[config.mk]
export PLATFORM = sky130hd
export DESIGN_NAME = range_frame_sequencer
export DESIGN_NICKNAME = d
export VERILOG_FILES = /design/src/rtl/range_pkg.sv /design/src/rtl/range_frame_sequencer_fifo.sv /design/src/rtl/range_frame_sequencer.sv
export SDC_FILE = /design/constraint.sdc
export NUM_CORES = 1
export LEC_CHECK = 0
export CORE_MARGIN = 2
export CORE_UTILIZATION = 55
export CTS_CLUSTER_SIZE = 20
export DETAILED_ROUTE_END_ITERATION = 10
export DONT_BUFFER_PORTS = 1
export PLACE_DENSITY_LB_ADDON = 0.3
export SLEW_MARGIN = 20
export SYNTH_ARGS = -nofsm -noshare
export SYNTH_HDL_FRONTEND = slang
export SYNTH_SLANG_ARGS = --single-unit
[constraint.sdc]
create_clock -name clock -period 4.7 [get_ports clock]
set_clock_uncertainty 0.05 [all_clocks]
set_input_delay 1.175 -clock clock [delete_from_list [all_inputs] [get_ports clock]]
set_output_delay 1.175 -clock clock [all_outputs]
set_load 0.01 [all_outputs]
[src/rtl/range_pkg.sv]
// Shared types for the range-finder feeder: sequencer state encoding.
package range_pkg;
  typedef enum logic [1:0] {
    IDLE   = 2'd0,
    SINGLE = 2'd1,
    ACTIVE = 2'd2,
    DRAIN  = 2'd3
  } seq_state_t;
endpackage

[src/rtl/range_frame_sequencer_fifo.sv]
// Synchronous show-ahead FIFO with registered full/empty flags.
module sample_fifo #(
  parameter int W     = 17,
  parameter int DEPTH = 8
) (
  input  logic         clock,
  input  logic         reset,
  input  logic         push,
  input  logic         pop,
  input  logic [W-1:0] wdata,
  output logic [W-1:0] rdata,
  output logic         full,
  output logic         empty
);
  localparam int AW = $clog2(DEPTH);

  logic [W-1:0] mem [DEPTH];
  logic [AW:0]  wptr_q, wptr_d, rptr_q, rptr_d;
  logic         full_q, empty_q;
  logic         push_en, pop_en;

  assign push_en = push && !full_q;
  assign pop_en  = pop && !empty_q;
  assign wptr_d  = push_en ? wptr_q + 1'b1 : wptr_q;
  assign rptr_d  = pop_en ? rptr_q + 1'b1 : rptr_q;

  always_ff @(posedge clock) begin
    if (reset) begin
      wptr_q  <= '0;
      rptr_q  <= '0;
      full_q  <= 1'b0;
      empty_q <= 1'b1;
    end else begin
      wptr_q  <= wptr_d;
      rptr_q  <= rptr_d;
      // Same address with differing wrap bit means the write pointer lapped the read pointer.
      full_q  <= (wptr_d[AW] != rptr_d[AW]) && (wptr_d[AW-1:0] == rptr_d[AW-1:0]);
      empty_q <= (wptr_d == rptr_d);
    end
  end

  always_ff @(posedge clock) begin
    if (push_en) mem[wptr_q[AW-1:0]] <= wdata;
  end

  assign rdata = mem[rptr_q[AW-1:0]];
  assign full  = full_q;
  assign empty = empty_q;
endmodule

[src/rtl/range_frame_sequencer.sv]
// Re-times a valid/ready sample stream into go/finish framed output for the range finder.
module range_frame_sequencer
  import range_pkg::*;
#(
  parameter int WIDTH   = 16,
  parameter int DEPTH   = 8,
  parameter int MAX_LEN = 64
) (
  input  logic                           clock,
  input  logic                           reset,
  input  logic [WIDTH-1:0]               in_data,
  input  logic                           in_valid,
  input  logic                           in_last,
  output logic                           in_ready,
  output logic [WIDTH-1:0]               data_out,
  output logic                           go,
  output logic                           finish,
  output logic [$clog2(MAX_LEN+1)-1:0]   frame_len,
  output logic                           truncated,
  output seq_state_t                     state_dbg
);
  localparam int CW = $clog2(MAX_LEN + 1);

  logic             fifo_full, fifo_empty, fifo_pop;
  logic [WIDTH:0]   fifo_rdata;
  logic             rd_last;
  logic [WIDTH-1:0] rd_data;

  seq_state_t       state_q, state_d;
  logic [CW-1:0]    cnt_q, cnt_d, cnt_inc;
  logic [WIDTH-1:0] data_q, data_d;
  logic [CW-1:0]    len_q, len_d;
  logic             go_q, go_d, fin_q, fin_d, trunc_q, trunc_d;

  sample_fifo #(.W(WIDTH + 1), .DEPTH(DEPTH)) u_fifo (
    .clock (clock),
    .reset (reset),
    .push  (in_valid && !fifo_full),
    .pop   (fifo_pop),
    .wdata ({in_last, in_data}),
    .rdata (fifo_rdata),
    .full  (fifo_full),
    .empty (fifo_empty)
  );

  assign in_ready = !fifo_full;
  assign rd_last  = fifo_rdata[WIDTH];
  assign rd_data  = fifo_rdata[WIDTH-1:0];
  assign cnt_inc  = cnt_q + CW'(1);

  always_comb begin
    state_d  = state_q;
    cnt_d    = cnt_q;
    data_d   = data_q;
    len_d    = len_q;
    go_d     = 1'b0;
    fin_d    = 1'b0;
    trunc_d  = 1'b0;
    fifo_pop = 1'b0;
    case (state_q)
      IDLE: if (!fifo_empty) begin
        fifo_pop = 1'b1;
        go_d     = 1'b1;
        data_d   = rd_data;
        cnt_d    = CW'(1);
        state_d  = rd_last ? SINGLE : ACTIVE;
      end
      // A one-sample frame gets its finish a cycle after go so the pulses never overlap.
      SINGLE: begin
        fin_d   = 1'b1;
        len_d   = CW'(1);
        state_d = IDLE;
      end
      ACTIVE: if (!fifo_empty) begin
        fifo_pop = 1'b1;
        data_d   = rd_data;
        cnt_d    = cnt_inc;
        if (rd_last) begin
          fin_d   = 1'b1;
          len_d   = cnt_inc;
          state_d = IDLE;
        end else if (cnt_inc == CW'(MAX_LEN)) begin
          fin_d   = 1'b1;
          trunc_d = 1'b1;
          len_d   = CW'(MAX_LEN);
          state_d = DRAIN;
        end
      end
      DRAIN: if (!fifo_empty) begin
        fifo_pop = 1'b1;
        if (rd_last) state_d = IDLE;
      end
      default: state_d = IDLE;
    endcase
  end

  always_ff @(posedge clock) begin
    if (reset) begin
      state_q <= IDLE;
      cnt_q   <= '0;
      data_q  <= '0;
      len_q   <= '0;
      go_q    <= 1'b0;
      fin_q   <= 1'b0;
      trunc_q <= 1'b0;
    end else begin
      state_q <= state_d;
      cnt_q   <= cnt_d;
      data_q  <= data_d;
      len_q   <= len_d;
      go_q    <= go_d;
      fin_q   <= fin_d;
      trunc_q <= trunc_d;
    end
  end

  assign data_out  = data_q;
  assign go        = go_q;
  assign finish    = fin_q;
  assign frame_len = len_q;
  assign truncated = trunc_q;
  assign state_dbg = state_q;
endmodule
==> impl_results.md, run 1 <==
* GRT overflow at 0
* ANT nets after route at 0
* Initial Util at 0.563
* Slew Viols, Final at 0
* Core ar. at 12700 µm²
* Crit path max-delay family: simple AND/OR/NAND/NOR gates
* Final net count at 471
* CP bufs+invs at 1
* DIE AREA at 13900 µm²
* Net Count, Synth at 461
* DR WL/cell at 20.7 µm
* Routed WL at 13000 µm
* Outcome: complete, no violations
* Hpwl dp at 7470 µm
* Finished Cell Area at 7960 µm²
* Worst EP required at 4.96 ns
* Vias/cell at 5.93
* Final setup viols at 0
* Ys async rst share at 0
* Die H at 118 µm
* Unrepaired setup endpoints after global routing: false
* Skew-Pair Late Insertion Delay at 0.42 ns
* Non-filler cells, final at 628
* Pwr dens at 522 nW/µm²
* DR vias at 3724
* Max stage delay on crit path at 0.84 ns
* # Post-CTS Setup Buffers at 0
* Placed cell areas at 7360 µm²
* Cell count after synthesis at 433
* # rows at 41
* Clock power frac at 0.341
* Post-Syn Area at 7140 µm²
* Reg power frac at 0.469
* Drc violations at 0
* Fmax at 384 MHz
* Initial antenna violation count at 0
* Die X-Extent at 118 µm
* Final TNS setup at 0 ns
* Number of synthesized register bits at 181
* CTS sink cnt at 181
* Drt pass-1 iters at 4
* CP max-delay cell: nor2b_2
* Root Driver: clkbuf_16
* Post-synth EDFFs at 136
* YS warnings at 0
* CP Capture Type: flop
* Port Buffers at 0
* Setup CP Type: reg -> reg
* CTS tree: built
* Worst-path clk slew at 0.06 ns
* Post-CTS Resized at 0
* Area delta synth->final at 11.5%
* Min Clock Period, post-route at 2.60 ns
* Layout cells sized above 1 at 0.182
* Pint at 3.06 mW
* Clock tree buffer depth at 2
* Worst slew pin tran at 0.961 ns
* CTS hold repair buffers at 0
* Max-slew headroom at the worst pin at 0.357
* DP Cell Count at 596
* Pin count of the biggest net entering global routing at 36
* Ports at 49
* Count of unique library cells instantiated by Yosys at 46
* Seq/Total Area, Yosys at 0.698
* Peak supply drop at 413 µV
* H-tree level count at 4
* DRT iter0 DRCs at 225
* Cell Chain, Critical Path: inv_1 -> ha_1 -> o21bai_1 -> nor2b_2 -> o21ai_0 -> o41ai_1
* First-pass GRT wire length at 20300 µm
* CP Launch Type: flop
* CTS Buf Count at 17
* Combinational share of power at 0.189
* Worst EP arrival at 2.87 ns
* Vias in the first global route at 3769
* P_leak at 2.53 nW
* Mean Syn Cell Area at 16.5 µm²
* Crit share post-route at 0.554
* Fin. Hold Viols at 0
* Ys flop type: edfxtp_1
* Fillers at 900
* Power consumption at 4.15 mW
* Tot GR Track Use at 0.197
* Gpl congestion at 0.802
* Psw at 1.09 mW
* Crit path max fanout at 20
* Sw frac at 0.262
* Hold/Removal Path Class: reg -> reg
* Max-cap violations at 0
* N_diodes at 0
==> cell type report <==
type | instances | area, µm² | area share
Multi-Input combinational cell | 223 | 2040 | 0.256
Clock buffer | 21 | 450 | 0.0566
Clock inverter | 11 | 149 | 0.0187
Sequential cell | 181 | 4990 | 0.627
Inverter | 8 | 30.0 | 0.00377
Tap cell | 172 | 215 | 0.0270
Timing Repair Buffer | 12 | 90.1 | 0.0113
==> worst reg2reg max path, stage by stage, from the launching register on <==
cell,delay [ns]
dfxtp_1,0.43
inv_1,0.12
ha_1,0.38
o21bai_1,0.32
nor2b_2,0.84
o21ai_0,0.25
o41ai_1,0.11
==> layer usage <==
layer,track usage,wire length [µm]
met1,0.234,5280
met4,0.0678,155
met2,0.332,6660
met5,0,0
met3,0.0732,919
==> cells in the mapped netlist (3+ instances only) <==
cell | n | area share
nor2b_1 | 10 | 0.0088
a31oi_1 | 3 | 0.0026
nand2_1 | 24 | 0.013
dfxtp_1 | 45 | 0.13
xnor2_1 | 9 | 0.011
inv_1 | 8 | 0.0042
ha_1 | 8 | 0.014
o31ai_1 | 4 | 0.0042
mux4_2 | 34 | 0.11
nand2b_1 | 8 | 0.0070
o21a_1 | 3 | 0.0032
o21ai_0 | 25 | 0.018
xor2_1 | 5 | 0.0061
nand4_1 | 6 | 0.0053
edfxtp_1 | 136 | 0.57
a21oi_1 | 5 | 0.0035
mux2i_1 | 19 | 0.027
clkbuf_1 | 12 | 0.0063
buf_2 | 5 | 0.0035
nand3_1 | 5 | 0.0035
nor2_1 | 25 | 0.013
==> worst paths after layout <==
check,from,to,slack (ns),cells past startpoint
min,data_out[3]$_SDFFE_PP0P_,data_out[3]$_SDFFE_PP0P_,0.46,2
max reg2reg,state_dbg[0]$_SDFFE_PP0P_,cnt_q[5]$_SDFFE_PP0P_,2.10,6
min reg2reg,data_out[3]$_SDFFE_PP0P_,data_out[3]$_SDFFE_PP0P_,0.46,2
max,state_dbg[0]$_SDFFE_PP0P_,cnt_q[5]$_SDFFE_PP0P_,2.10,6
==> cells in the final DEF (no fill, tap or decap), types with 4 or more instances in the layout <==
cell type | Yosys | layout
mux4_2 | 34 | 34
nor2_1 | 25 | 25
clkbuf_16 | 0 | 17
ha_1 | 8 | 8
nand2b_1 | 8 | 8
nor2b_1 | 10 | 9
dfxtp_1 | 45 | 44
xor2_1 | 5 | 5
nand3_1 | 5 | 5
nand4_1 | 6 | 6
edfxtp_1 | 136 | 136
buf_4 | 0 | 12
mux2i_1 | 19 | 19
a21oi_1 | 5 | 5
inv_1 | 8 | 8
nand2_1 | 24 | 24
o21ai_0 | 25 | 24
xnor2_1 | 9 | 9
o31ai_1 | 4 | 4
==> flip-flops by register name, summed over array words and instances, names as in the netlist <==
name,cells
u_fifo.mem,136
cnt_q,7
u_fifo.rptr_q,4
truncated,1
u_fifo.full,1
frame_len,7
finish,1
u_fifo.empty,1
u_fifo.wptr_q,4
data_out,16
state_dbg,2
go,1
==> per-stage QoR <==
| stage | util | worst slack, ns | hold slack (ns) |
|---|---|---|---|
| 5_1_grt | 0.628 | 1.90 | 0.484 |
| 3_3_place_gp | 0.581 | 2.25 | 0.442 |
| 6_report | 0.628 | 2.10 | 0.464 |
| 3_5_place_dp | 0.581 | 2.10 | 0.461 |
| 2_1_floorplan | - | 1.47 | 0.416 |
| 4_1_cts | 0.628 | 2.10 | 0.469 |
==> cell families after synthesis <==
group,count (synthesis),share of synthesized area
AOI/OAI and AO/OA,56,0.0521
xor gates and xnor gates,14,0.0172
adders and majority gates,8,0.0140
buffers and inverters,29,0.0182
DFF,181,0.698
muxes,55,0.139
and+or+nand+nor,90,0.0617
==> power by group through the flow <==
stage               sequential [mW]  clock [mW]  combinational, mW
floorplan                      1.94           0              0.680
global placement               1.98           0              0.775
detailed placement             1.98           0              0.789
CTS                            1.95        1.44              0.800
global route                   1.96        1.50              0.871
finish                         1.95        1.42              0.786
No activity file was read; power rests on OpenSTA's default activity.
==> run 2: changes to the inputs <==
==> constraint.sdc (replaced) <==
create_clock -name clock -period 2.37 [get_ports clock]
set_clock_uncertainty 0.05 [all_clocks]
set_input_delay 0.5925 -clock clock [delete_from_list [all_inputs] [get_ports clock]]
set_output_delay 0.5925 -clock clock [all_outputs]
set_load 0.01 [all_outputs]
==> impl_results.md, run 2 (same netlist as run 1, synthesis figures left out) <==
* Outcome: complete, no violations
* Post-CTS Resized at 0
* Worst setup margin at 0.200 ns
* CTS hold repair buffers at 0
* Port Buffers at 0
* P_leak at 2.54 nW
* Most frequent cells in the layout: edfxtp_1 (136), dfxtp_1 (44), mux4_2 (34)
* Vias/cell at 5.70
* Peak supply drop at 561 µV
* Area delta synth->final at 11.5%
* Clock power frac at 0.327
* Placed cell areas at 7390 µm²
* Pin count of the biggest net entering global routing at 29
* Psw at 2.27 mW
* Unrepaired setup endpoints after global routing: false
* CTS Buf Count at 17
* Worst-path clk slew at 0.07 ns
* Slew Viols, Final at 0
* First-pass GRT wire length at 19900 µm
* Clock tree buffer depth at 2
* Power consumption at 8.08 mW
* Setup CP Type: reg -> reg
* Crit path max fanout at 6
* Worst EP arrival at 2.44 ns
* DR WL/cell at 19.9 µm
* Hpwl dp at 7610 µm
* Multi-input logic area at 2040 µm²
* Skew-Pair Late Insertion Delay at 0.43 ns
* Pwr dens at 1010 nW/µm²
* Reg power frac at 0.478
* Drc violations at 0
* CTS sink cnt at 181
* Finished Cell Area at 7960 µm²
* Max-slew headroom at the worst pin at 0.654
* Max-cap violations at 0
* Layout cells sized above 1 at 0.198
* Hold/Removal Path Class: in -> reg
* Gpl congestion at 0.845
* Core ar. at 12700 µm²
* Routed WL at 12600 µm
* N_diodes at 0
* Pint at 5.81 mW
* # rows at 41
* DP Cell Count at 600
* Tot GR Track Use at 0.195
* Final setup viols at 0
* Flip-flop count of the largest register after layout at 136
* Die X-Extent at 118 µm
* CP Capture Type: flop
* Hold Slack at 0.169 ns
* # Post-CTS Setup Buffers at 0
* Worst slew pin tran at 0.514 ns
* Final TNS setup at 0 ns
* GRT overflow at 0
* Hold path cells at 1
* Layout Utilization at 0.628
* DR vias at 3601
* Initial antenna violation count at 0
* Drt pass-1 iters at 4
* Non-filler cells, final at 632
* DRT iter0 DRCs at 253
* Fmax at 461 MHz
* Fin. Hold Viols at 0
* Final net count at 475
* H-tree level count at 4
* CTS tree: built
* DIE AREA at 13900 µm²
* Leading cell type in the layout, fill and taps excluded: edfxtp_1
* Sw frac at 0.281
* Combinational share of power at 0.195
* Setup WS pre-CTS at 0.255 ns
* Reg2Reg Depth at 6
* Worst EP required at 2.64 ns
* Min Clock Period, post-route at 2.17 ns
* Flip-flop and latch area at 4990 µm²
* Vias in the first global route at 3709
* Die H at 118 µm
* Crit share post-route at 0.916
* Root Driver: clkbuf_16
* ANT nets after route at 0
* Ports at 49
* Fillers at 929
* Initial Util at 0.563
* CP Launch Type: flop
-- run 2: layout make-up --
type / instances / area share
inverters: 8 / 0.00377
well taps: 172 / 0.0270
clock inverters: 15 / 0.0181
multi-input cells: 223 / 0.256
clock buffers: 17 / 0.0535
flip-flops and latches: 181 / 0.627
repair buffers: 16 / 0.0151
-- run 2: power by group through the flow --
stage	Combinational, mW	Sequential (mW)	Clock [mW]
finish	1.58	3.86	2.64
global route	1.73	3.89	2.82
CTS	1.61	3.87	2.70
detailed placement	1.61	3.94	0
global placement	1.58	3.92	0
floorplan	1.35	3.85	0
-- run 2: final timing paths --
| check | from | endpoint | slack (ns) |
|---|---|---|---|
| setup reg to reg | cnt_q[0]$_SDFFE_PP0P_ | frame_len[0]$_SDFFE_PP0P_ | 0.20 |
| setup / recovery | cnt_q[0]$_SDFFE_PP0P_ | frame_len[0]$_SDFFE_PP0P_ | 0.20 |
| hold reg to reg | data_out[0]$_SDFFE_PP0P_ | data_out[0]$_SDFFE_PP0P_ | 0.46 |
| hold / removal | reset | frame_len[1]$_SDFFE_PP0P_ | 0.17 |
-- run 2: worst max-delay path, cell delays in order, from the launching register on --
cell and delay [ns]:
dfxtp_1 0.45, ha_1 0.28, nand2_1 0.08, a311oi_1 0.46, o211ai_1 0.33, a21boi_1 0.30, o32ai_2 0.10
-- run 2: metal layers --
| metal | GRT usage | wire (µm) | up-vias | share of wire |
|---|---|---|---|---|
| li1 | - | - | 1703 | - |
| met1 | 0.241 | 5030 | 1786 | 0.40 |
| met2 | 0.323 | 6580 | 107 | 0.52 |
| met3 | 0.0693 | 907 | 5 | 0.072 |
| met4 | 0.0610 | 72 | 0 | 0.0057 |
| met5 | 0 | 0 | - | 0 |
==> run 3: changes to the inputs <==
--- a/config.mk
+++ b/config.mk
@@ -7,10 +7,10 @@
 export LEC_CHECK = 0
 export CORE_MARGIN = 2
 export CORE_UTILIZATION = 55
-export CTS_CLUSTER_SIZE = 20
+export CTS_CLUSTER_SIZE = 25
 export DETAILED_ROUTE_END_ITERATION = 10
 export DONT_BUFFER_PORTS = 1
-export PLACE_DENSITY_LB_ADDON = 0.3
+export PLACE_DENSITY = 0.73
 export SLEW_MARGIN = 20
 export SYNTH_ARGS = -nofsm -noshare
 export SYNTH_HDL_FRONTEND = slang
==> results of run 3 <==
Final layout, timing and power as in run 2 (identical DEF).
